===== config.mk =====
export PLATFORM = sky130hd
export DESIGN_NAME = hf14a_tag_decoder
export DESIGN_NICKNAME = d
export VERILOG_FILES = /design/src/rtl/hf14a_tag_decoder.sv
export SDC_FILE = /design/constraint.sdc
export NUM_CORES = 1
export LEC_CHECK = 0
export CORE_MARGIN = 2
export CORE_UTILIZATION = 40
export CTS_BUF_LIST = sky130_fd_sc_hd__clkbuf_2
export DETAILED_ROUTE_END_ITERATION = 12
export PLACE_DENSITY = 0.61
export SLEW_MARGIN = 0
export SYNTH_ARGS = -nofsm -noshare
export SYNTH_HDL_FRONTEND = slang
export SYNTH_SLANG_ARGS = --single-unit

===== constraint.sdc =====
create_clock -name ck_1356meg -period 3.2 [get_ports ck_1356meg]
set_input_delay 0.32 -clock ck_1356meg [delete_from_list [all_inputs] [get_ports ck_1356meg]]
set_output_delay 0.32 -clock ck_1356meg [all_outputs]
set_load 0.02 [all_outputs]

===== src/rtl/hf14a_tag_decoder.sv =====
// ISO14443-A tag response decoder: SOF lock, Manchester bit decode,
// LSB-first byte assembly with parity, collision and end-of-frame flags.
`timescale 1ns/1ps

module hf14a_tag_decoder #(
  parameter int HALF_THRESH = 2
) (
  input  logic       ck_1356meg,
  input  logic       nrst,
  input  logic       enable,
  input  logic       sample_stb,
  input  logic       mod_bit,
  output logic [7:0] data_out,
  output logic       parity_out,
  output logic       coll_out,
  output logic       byte_valid,
  output logic       frame_end,
  output logic [2:0] last_bits,
  output logic [5:0] byte_count,
  output logic       sof_err
);

  typedef enum logic [1:0] {
    IDLE,
    SOF,
    DATA
  } state_t;

  state_t     state;
  logic [2:0] phase;
  logic [2:0] cnt1;
  logic [2:0] cnt2;
  logic [3:0] bit_idx;
  logic [7:0] shreg;
  logic       coll_flag;
  logic [5:0] byte_cnt;

  logic [2:0] c1_next;
  logic [2:0] c2_next;
  logic       h1;
  logic       h2;
  logic       last_ph;
  logic       decide;
  logic       is_one;
  logic       is_coll;
  logic       is_eof;
  logic       bit_val;

  // Half-bit counts including the current decision and the bit verdict.
  always_comb begin
    c1_next = cnt1 + {2'b00, mod_bit & ~phase[2]};
    c2_next = cnt2 + {2'b00, mod_bit & phase[2]};
    h1      = c1_next >= 3'(HALF_THRESH);
    h2      = c2_next >= 3'(HALF_THRESH);
    last_ph = phase == 3'd7;
    decide  = enable & sample_stb & last_ph
            & (state != IDLE);
    is_one  = h1 & ~h2;
    is_coll = h1 & h2;
    is_eof  = ~h1 & ~h2;
    bit_val = h1;
  end

  // Phase and per-half modulation counters, locked to the SOF sample.
  always_ff @(negedge ck_1356meg or negedge nrst) begin
    if (!nrst) begin
      phase <= 3'd0;
      cnt1  <= 3'd0;
      cnt2  <= 3'd0;
    end else if (!enable) begin
      phase <= 3'd0;
      cnt1  <= 3'd0;
      cnt2  <= 3'd0;
    end else if (sample_stb) begin
      if (state == IDLE) begin
        phase <= mod_bit ? 3'd1 : 3'd0;
        cnt1  <= {2'b00, mod_bit};
        cnt2  <= 3'd0;
      end else if (last_ph) begin
        phase <= 3'd0;
        cnt1  <= 3'd0;
        cnt2  <= 3'd0;
      end else begin
        phase <= phase + 3'd1;
        cnt1  <= c1_next;
        cnt2  <= c2_next;
      end
    end
  end

  // Frame FSM: SOF check, byte assembly and registered strobes.
  always_ff @(negedge ck_1356meg or negedge nrst) begin
    if (!nrst) begin
      state      <= IDLE;
      bit_idx    <= 4'd0;
      shreg      <= 8'd0;
      coll_flag  <= 1'b0;
      byte_cnt   <= 6'd0;
      data_out   <= 8'd0;
      parity_out <= 1'b0;
      coll_out   <= 1'b0;
      byte_valid <= 1'b0;
      frame_end  <= 1'b0;
      last_bits  <= 3'd0;
      byte_count <= 6'd0;
      sof_err    <= 1'b0;
    end else begin
      byte_valid <= 1'b0;
      frame_end  <= 1'b0;
      sof_err    <= 1'b0;
      if (!enable) begin
        state     <= IDLE;
        bit_idx   <= 4'd0;
        shreg     <= 8'd0;
        coll_flag <= 1'b0;
        byte_cnt  <= 6'd0;
      end else if (sample_stb) begin
        unique case (state)
          IDLE: begin
            if (mod_bit) state <= SOF;
          end
          SOF: begin
            if (decide) begin
              if (is_one) begin
                state     <= DATA;
                bit_idx   <= 4'd0;
                shreg     <= 8'd0;
                coll_flag <= 1'b0;
                byte_cnt  <= 6'd0;
              end else begin
                sof_err <= 1'b1;
                state   <= IDLE;
              end
            end
          end
          DATA: begin
            if (decide) begin
              if (is_eof) begin
                // partial bits are already right-aligned in shreg
                frame_end  <= 1'b1;
                last_bits  <= bit_idx[2:0];
                byte_count <= byte_cnt;
                state      <= IDLE;
                if (bit_idx != 4'd0) begin
                  byte_valid <= 1'b1;
                  data_out   <= shreg;
                  parity_out <= 1'b0;
                  coll_out   <= coll_flag;
                end
              end else if (bit_idx == 4'd8) begin
                byte_valid <= 1'b1;
                data_out   <= shreg;
                parity_out <= bit_val;
                coll_out   <= coll_flag | is_coll;
                if (byte_cnt != 6'd63)
                  byte_cnt <= byte_cnt + 6'd1;
                bit_idx   <= 4'd0;
                shreg     <= 8'd0;
                coll_flag <= 1'b0;
              end else begin
                shreg[bit_idx[2:0]] <= bit_val;
                bit_idx   <= bit_idx + 4'd1;
                coll_flag <= coll_flag | is_coll;
              end
            end
          end
          default: state <= IDLE;
        endcase
      end
    end
  end

endmodule

## Yosys cells after proc, flatten, opt, wreduce, memory -nomap -nowiden

Index checks and enable logic that the tools add are counted.

- Output and inout bits: 22
- Flip-flop bits (word level): 52

- Multiplexer cells: 83
- Reductions and logical operators: 10
- Magnitude comparators: 4
- Equal/unequal tests: 16
- Bitwise logic cells: 12
- Add/sub/neg operators: 5

Operator list:

| cell | count |
|---|---|
| $mux W8 | 10 |
| $mux W6 | 8 |
| $mux W3 | 12 |
| $mux W1 | 32 |
| $mux W4 | 7 |
| $ne A3 B3 Y1 const B | 8 |
| $pmux W8 S2 | 1 |
| $mux W2 | 7 |
| $pmux W6 S2 | 1 |
| $reduce_and A6 Y1 | 2 |
| $reduce_and A5 Y1 | 2 |
| $and A1 B1 Y1 | 8 |
| $bwmux W8 | 1 |
| $pmux W4 S2 | 1 |
| $reduce_and A8 Y1 | 1 |
| $add A3 B1 Y3 | 2 |
| $add A6 B1 Y6 const B | 1 |
| $ge A3 B2 Y1 const B | 2 |
| $ne A6 B6 Y1 const B | 1 |
| $pmux W2 S3 | 1 |
| $add A4 B1 Y4 const B | 1 |
| $eq A4 B4 Y1 const B | 1 |
| $lt A3 B4 Y1 const B | 1 |
| $ne A2 B1 Y1 const B | 2 |
| other kinds (14) | 17 |

## Logic depth before layout (Yosys ltp)

Gate-level depths: netlist of run 1.

- Word-level depth: 12
- Gate-level depth with buffers: 9

==> results of run 1 <==
## registers in the layout, summed over array words and instances (netlist names), 2 cells and up
signal and cells:
cnt2 3, state 2, last_bits 3, bit_idx 4
phase 3, byte_count 6, data_out 8, byte_cnt 6
shreg 8, cnt1 3
## critical path, cell delays in order
cell and delay [ps]:
buf_8 100, nor2b_4 120, ha_4 160, ha_4 170
xor2_4 160, buf_6 140, o41ai_4 430, a31oi_4 170
buf_6 160, nand3_4 90, mux2i_1 80
## power by group through the flow
stage	Clock (mW)	Sequential (mW)	Combinational, mW
6_report	0.290	0.672	0.112
5_1_grt	0.331	0.673	0.125
3_5_place_dp	0	0.682	0.0900
3_3_place_gp	0	0.682	0.0896
4_1_cts	0.308	0.672	0.0992
2_1_floorplan	0	0.678	0.0471
## kinds of logic after synthesis
family / after synthesis / synth area share, %
buf+inv: 20 / 3.57
mux: 18 / 7.77
compound gates: 59 / 15.2
flops: 52 / 50.8
simple gates: 78 / 16.9
fa+ha+maj: 9 / 4.40
xor+xnor: 4 / 1.37
## final cells by class
class | instances | area (µm²) | area share [%]
inverters | 8 | 30.0 | 0.851
flip-flops and latches | 52 | 1300 | 36.9
well taps | 77 | 96.3 | 2.73
clock inverters | 3 | 25.0 | 0.709
repair buffers | 64 | 616 | 17.4
clock buffers | 5 | 25.0 | 0.709
multi-input cells | 168 | 1440 | 40.7
## through the flow
| step | setup TNS [ps] | utilization [%] | area, µm² | setup WS (ps) | std cells |
|---|---|---|---|---|---|
| after floorplan | -13660 | - | 2670 | -576 | 240 |
| after detailed placement | -40020 | 50.8 | 3190 | -1060 | 357 |
| after global placement | -38650 | 50.8 | 3190 | -1030 | 357 |
| after global routing | -7250 | 56.2 | 3530 | -299 | 377 |
| after CTS | -9340 | 54.7 | 3430 | -422 | 375 |
| final | -5960 | 56.2 | 3530 | -255 | 377 |
## layer usage
layer,share of wire [%],vias to the layer above,track usage [%]
met1,48,966,22.9
met3,2.4,6,3.56
met5,0,-,0
met4,1.2,0,5.28
met2,48,30,28.4
li1,-,986,-
## worst max path at each step
stage                     cells past startpoint    start           to  slack (ps)
after floorplan                               9  mod_bit  data_out[0]        -580
after global placement                       10  mod_bit    coll_flag       -1030
after detailed placement                     10  mod_bit  data_out[7]       -1060
after CTS                                    10  mod_bit  data_out[0]        -420
after global routing                         11  mod_bit  data_out[3]        -300
final                                        11  mod_bit  byte_cnt[1]        -250
## cell usage after synthesis (2+ instances only)
cell type,n
dfrtn_1,52
o21ai_0,24
nand2_1,20
nor2_1,16
mux2_2,15
a22o_1,10
ha_1,9
nand3_1,9
inv_1,8
nor2b_1,7
nor3_1,7
a21oi_1,6
clkbuf_1,6
a31oi_1,3
buf_2,3
mux2i_1,3
nand4_1,3
nor3b_1,3
o22a_1,3
xor2_1,3
a21o_1,2
and3_1,2
nand3b_1,2
or3_4,2
## what timing repair did
item	4_1_cts	5_1_grt
setup endpoints to repair	64	42
gates resized for setup	51	35
pin swaps	8	12
cloned	3	0
hold endpoints to repair	0	0
hold buffers	0	0
buffers inserted	8	5
==> flow_summary.yaml, run 1 <==
power_and_ir_drop:
  p_sw_uw: 296
  finalPower_mw: 1.07
  power_frac_seq_pct: 62.6
  p_leak_nw: 1.72
  power.density_nw_per_um2: 304
  p_clk_share_pct: 27.0
  power.internal_uw: 778
  ir_worst_vdd_v: 0.000165
  p_sw_share_pct: 27.5
  comb_power_share_pct: 10.4
worst_setup_path:
  cp.required_ps: 1860
  end_kind: "register"
  reg2reg_from: "phase[2]"
  startpoint_type: "input port"
  cp.arrival_ps: 2110
  r2r_cells: 10
  r2r_slack_ps: 880
  worstReg2RegEnd: "byte_cnt[1]"
  crit_fanout: 5
  critical_path_class: "input port to register"
timing:
  tightest_slew_ps: 573
  hold_violations: 0
  slew_headroom_pct: 61.8
  rsz0062_at_grt: "yes"
  hold_ws_ps: 441
  clock_skew_ps: 21.9
  maxSlewViolCount: 0
  worst_slack_ps: -255
  setup_violations: 38
clock_network:
  tritoncts: "yes"
  clkTransAtPathRegs_ps: 170
  clock_latency_ps: 390
  htreeDepth: 2
  numCtsBuffers: 5
  cts_buffer_depth: 2
  root_buffer: "clkbuf_2"
  clock-sinks: 52
final_layout:
  area_growth_pct: 37.9
  diodes: 0
  fin_nets: 313
  drive_above_1_share_pct: 33.7
  layout_commonest_cell: "dfrtn_1"
  final_cell_mix: "dfrtn_1, buf_4, dlygate4sd2_1"
  fill_cells: 550
run:
  cap_violations: 0
run_status:
  status: "complete, but fails checks"
  violations: "setup timing"
drt:
  drtIter0Drc: 70
  routed_wl_um: 5650
  postRouteAntennaNets: 0
  via_per_inst: 5.27
  drt_first_pass_iters: 4
  route.detailed.drc: 0
  vias: 1988
  drt-wirelength-per-cell_um: 15.0
global_route:
  antenna_found_initial: 0
  grt_max_degree: 22
  overflow: 0
  grt_pass1_wl_um: 9760
  grt_usage_pct: 17.3
  grt_pass1_vias: 2047
synthesis:
  synth-edff-count: 0
  ys.flop_type: "dfrtn_1"
  synth_area_leader_cell: "dfrtn_1"
  ys_warn_count: 0
  syn_avg_cell_area_um2: 10.7
  netlist_area_um2: 2560
  synthTopCellsByArea: "dfrtn_1, mux2_2, o21ai_0, ha_1, a22o_1"
  synth_seq_cells: 52
  synth.distinct_cells: 46
  syn-num-nets: 254
  syn_inst: 240
  async_flop_share_pct: 100
  synth_top_area_share_pct: 50.8
  ys_seq_area_share_pct: 50.8
die:
  ios: 27
  die_w_um: 84
  core_um2: 6280
  die_h_um: 84
  row_count: 29
  start_util_pct: 40.8
  dieArea_um2: 7060
placed_design:
  buffer_ports.inserted: 26
  gp_congestion: 0.836
  dpl.hpwl_um: 3920
hold_path:
  holdCritStartpoint: "byte_count[1]"
  hp-class: "register to register"
  holdPathEnd: "byte_count[1]"
  hold_depth: 2
No activity file was read; power rests on OpenSTA's default activity.
==> run 2: changes to the inputs <==
CELL_PAD_IN_SITES_DETAIL_PLACEMENT = 0   (was unset)
CELL_PAD_IN_SITES_GLOBAL_PLACEMENT = 1   (was unset)
CORE_MARGIN = 3   (was 2)
PLACE_DENSITY = 0.73   (was 0.61)
==> run 2 against run 1 <==
  * The run still ends with setup timing left
  * Sequential share of layout area up 0.50 points
  * Sequential power is essentially flat
  * Count of clock-buffer cells in the layout is the same
  * Register-to-register slack improved by 40 ps
  * Clock power down 6%
  * Total power decreased by 2.5%
  * Worst hold slack got worse by 11 ps
  * Final area down 1.3%
  * Combinational power fell by 9%
  * Clock skew is 13 ps lower
  * Via count rose by 0.50%
  * Non-clock buffer count decreased by 2
  * Largest cell class unchanged
==> flow_summary.yaml, run 2 (synthesis gave the netlist of run 1 again) <==
run_status:
  status: "complete, but fails checks"
  violations: "setup timing"
timing:
  setup_violations: 35
  hold_violations: 0
  tightest_slew_ps: 503
  maxSlewViolCount: 0
  clock_skew_ps: 9.38
  worst_slack_ps: -218
  rsz0062_at_grt: "yes"
  slew_headroom_pct: 66.5
placed_design:
  gp_congestion: 0.784
  place_inst: 351
  buffer_ports.inserted: 26
  dpl.hpwl_um: 3760
  placed_area_um2: 3160
die:
  die_w_um: 86
  start_util_pct: 42.2
  die_h_um: 86
  dieArea_um2: 7400
  core_um2: 6060
  row_count: 28
  ios: 27
final_layout:
  drive_above_1_share_pct: 32.6
  top_regs: "data_out x8, shreg x8"
  fill_cells: 548
  fin_cells: 373
  final_cell_mix: "dfrtn_1, buf_4, dlygate4sd2_1"
  seq_area_um2: 1300
  fin_nets: 311
  layout_commonest_cell: "dfrtn_1"
  post-route-cell-area_um2: 3480
  area_growth_pct: 36.0
  diodes: 0
  multiInputGateArea_um2: 1430
clock_network:
  htreeDepth: 2
  clock-sinks: 52
  cts_hold_buf: 0
  root_buffer: "clkbuf_2"
  tritoncts: "yes"
  clock_latency_ps: 380
  numCtsBuffers: 5
  cts_buffer_depth: 2
  clkTransAtPathRegs_ps: 170
power_and_ir_drop:
  p_leak_nw: 1.71
  ir_worst_vdd_v: 0.000142
  power.density_nw_per_um2: 301
global_route:
  grt_max_degree: 53
  grt_pass1_vias: 1900
  overflow: 0
  grt_usage_pct: 16.2
  grt_pass1_wl_um: 9380
  antenna_found_initial: 0
drt:
  drt_first_pass_iters: 4
  vias: 1998
  drtIter0Drc: 71
  postRouteAntennaNets: 0
  route.detailed.drc: 0
  drt-wirelength-per-cell_um: 15.2
  routed_wl_um: 5650
  via_per_inst: 5.36
worst_setup_path:
  cp.required_ps: 1860
  crit_fanout: 5
  startpoint_type: "input port"
  cp.arrival_ps: 2080
  end_kind: "register"
  critical_path_class: "input port to register"
run:
  cap_violations: 0
hold_path:
  hp-class: "register to register"
run 2: critical path, cell delays in order:
cell and delay [ps]:
buf_6 100, and2_4 150, ha_4 150, ha_4 170
buf_6 130, xnor2_4 140, o211ai_1 150, a31oi_2 290
buf_4 180, nand3_4 100, a21o_1 200
run 2: path summary, 6_finish.rpt:
kind	slack [ps]	depth (start not counted)	endpoint	start
setup / recovery	-220	11	byte_cnt[0]	mod_bit
hold / removal	430	2	byte_count[1]	byte_count[1]
setup reg to reg	920	10	byte_cnt[0]	phase[2]
hold reg to reg	430	2	byte_count[1]	byte_count[1]
max in group asynchronous	1560	2	cnt2[1]	nrst
min in group asynchronous	1360	2	parity_out	nrst
run 2: layout make-up:
type	count	area share [%]
multi-input combinational	168	41.1
sequential	52	37.4
timing repair buffer	62	16.7
tap	75	2.69
inverter	8	0.862
clock buffer	5	0.719
clock inverter	3	0.503
run 2: stage by stage:
step	hold WS (ps)	setup WS [ps]	TNS (ps)	power [mW]	util, %
2_1_floorplan	411	-576	-13660	0.726	-
3_3_place_gp	431	-1050	-39460	0.769	52.1
4_1_cts	443	-407	-7870	1.06	56.2
3_5_place_dp	434	-1080	-40370	0.770	52.1
5_1_grt	444	-260	-6060	1.09	57.5
6_report	430	-218	-4900	1.05	57.5
run 2: metal layers:
layer  global-route usage [%]  share of wire (%)
met1                     21.7                 46
met2                     26.3                 48
met3                     3.46                4.5
met4                     4.75                1.3
met5                        0                  0
run 2: repair_timing:
item	CTS	global route
gates resized for setup	60	20
pin swaps	11	11
gates cloned	3	0
setup buffers	9	7
setup endpoints to repair	64	39
run 2: report_power, final:
group          internal, mW  leakage, nW  switching (mW)
registers             0.666        0.714         0.00627
clock network        0.0536       0.0308           0.218
logic                0.0447        0.965          0.0577
total                 0.764         1.71           0.282
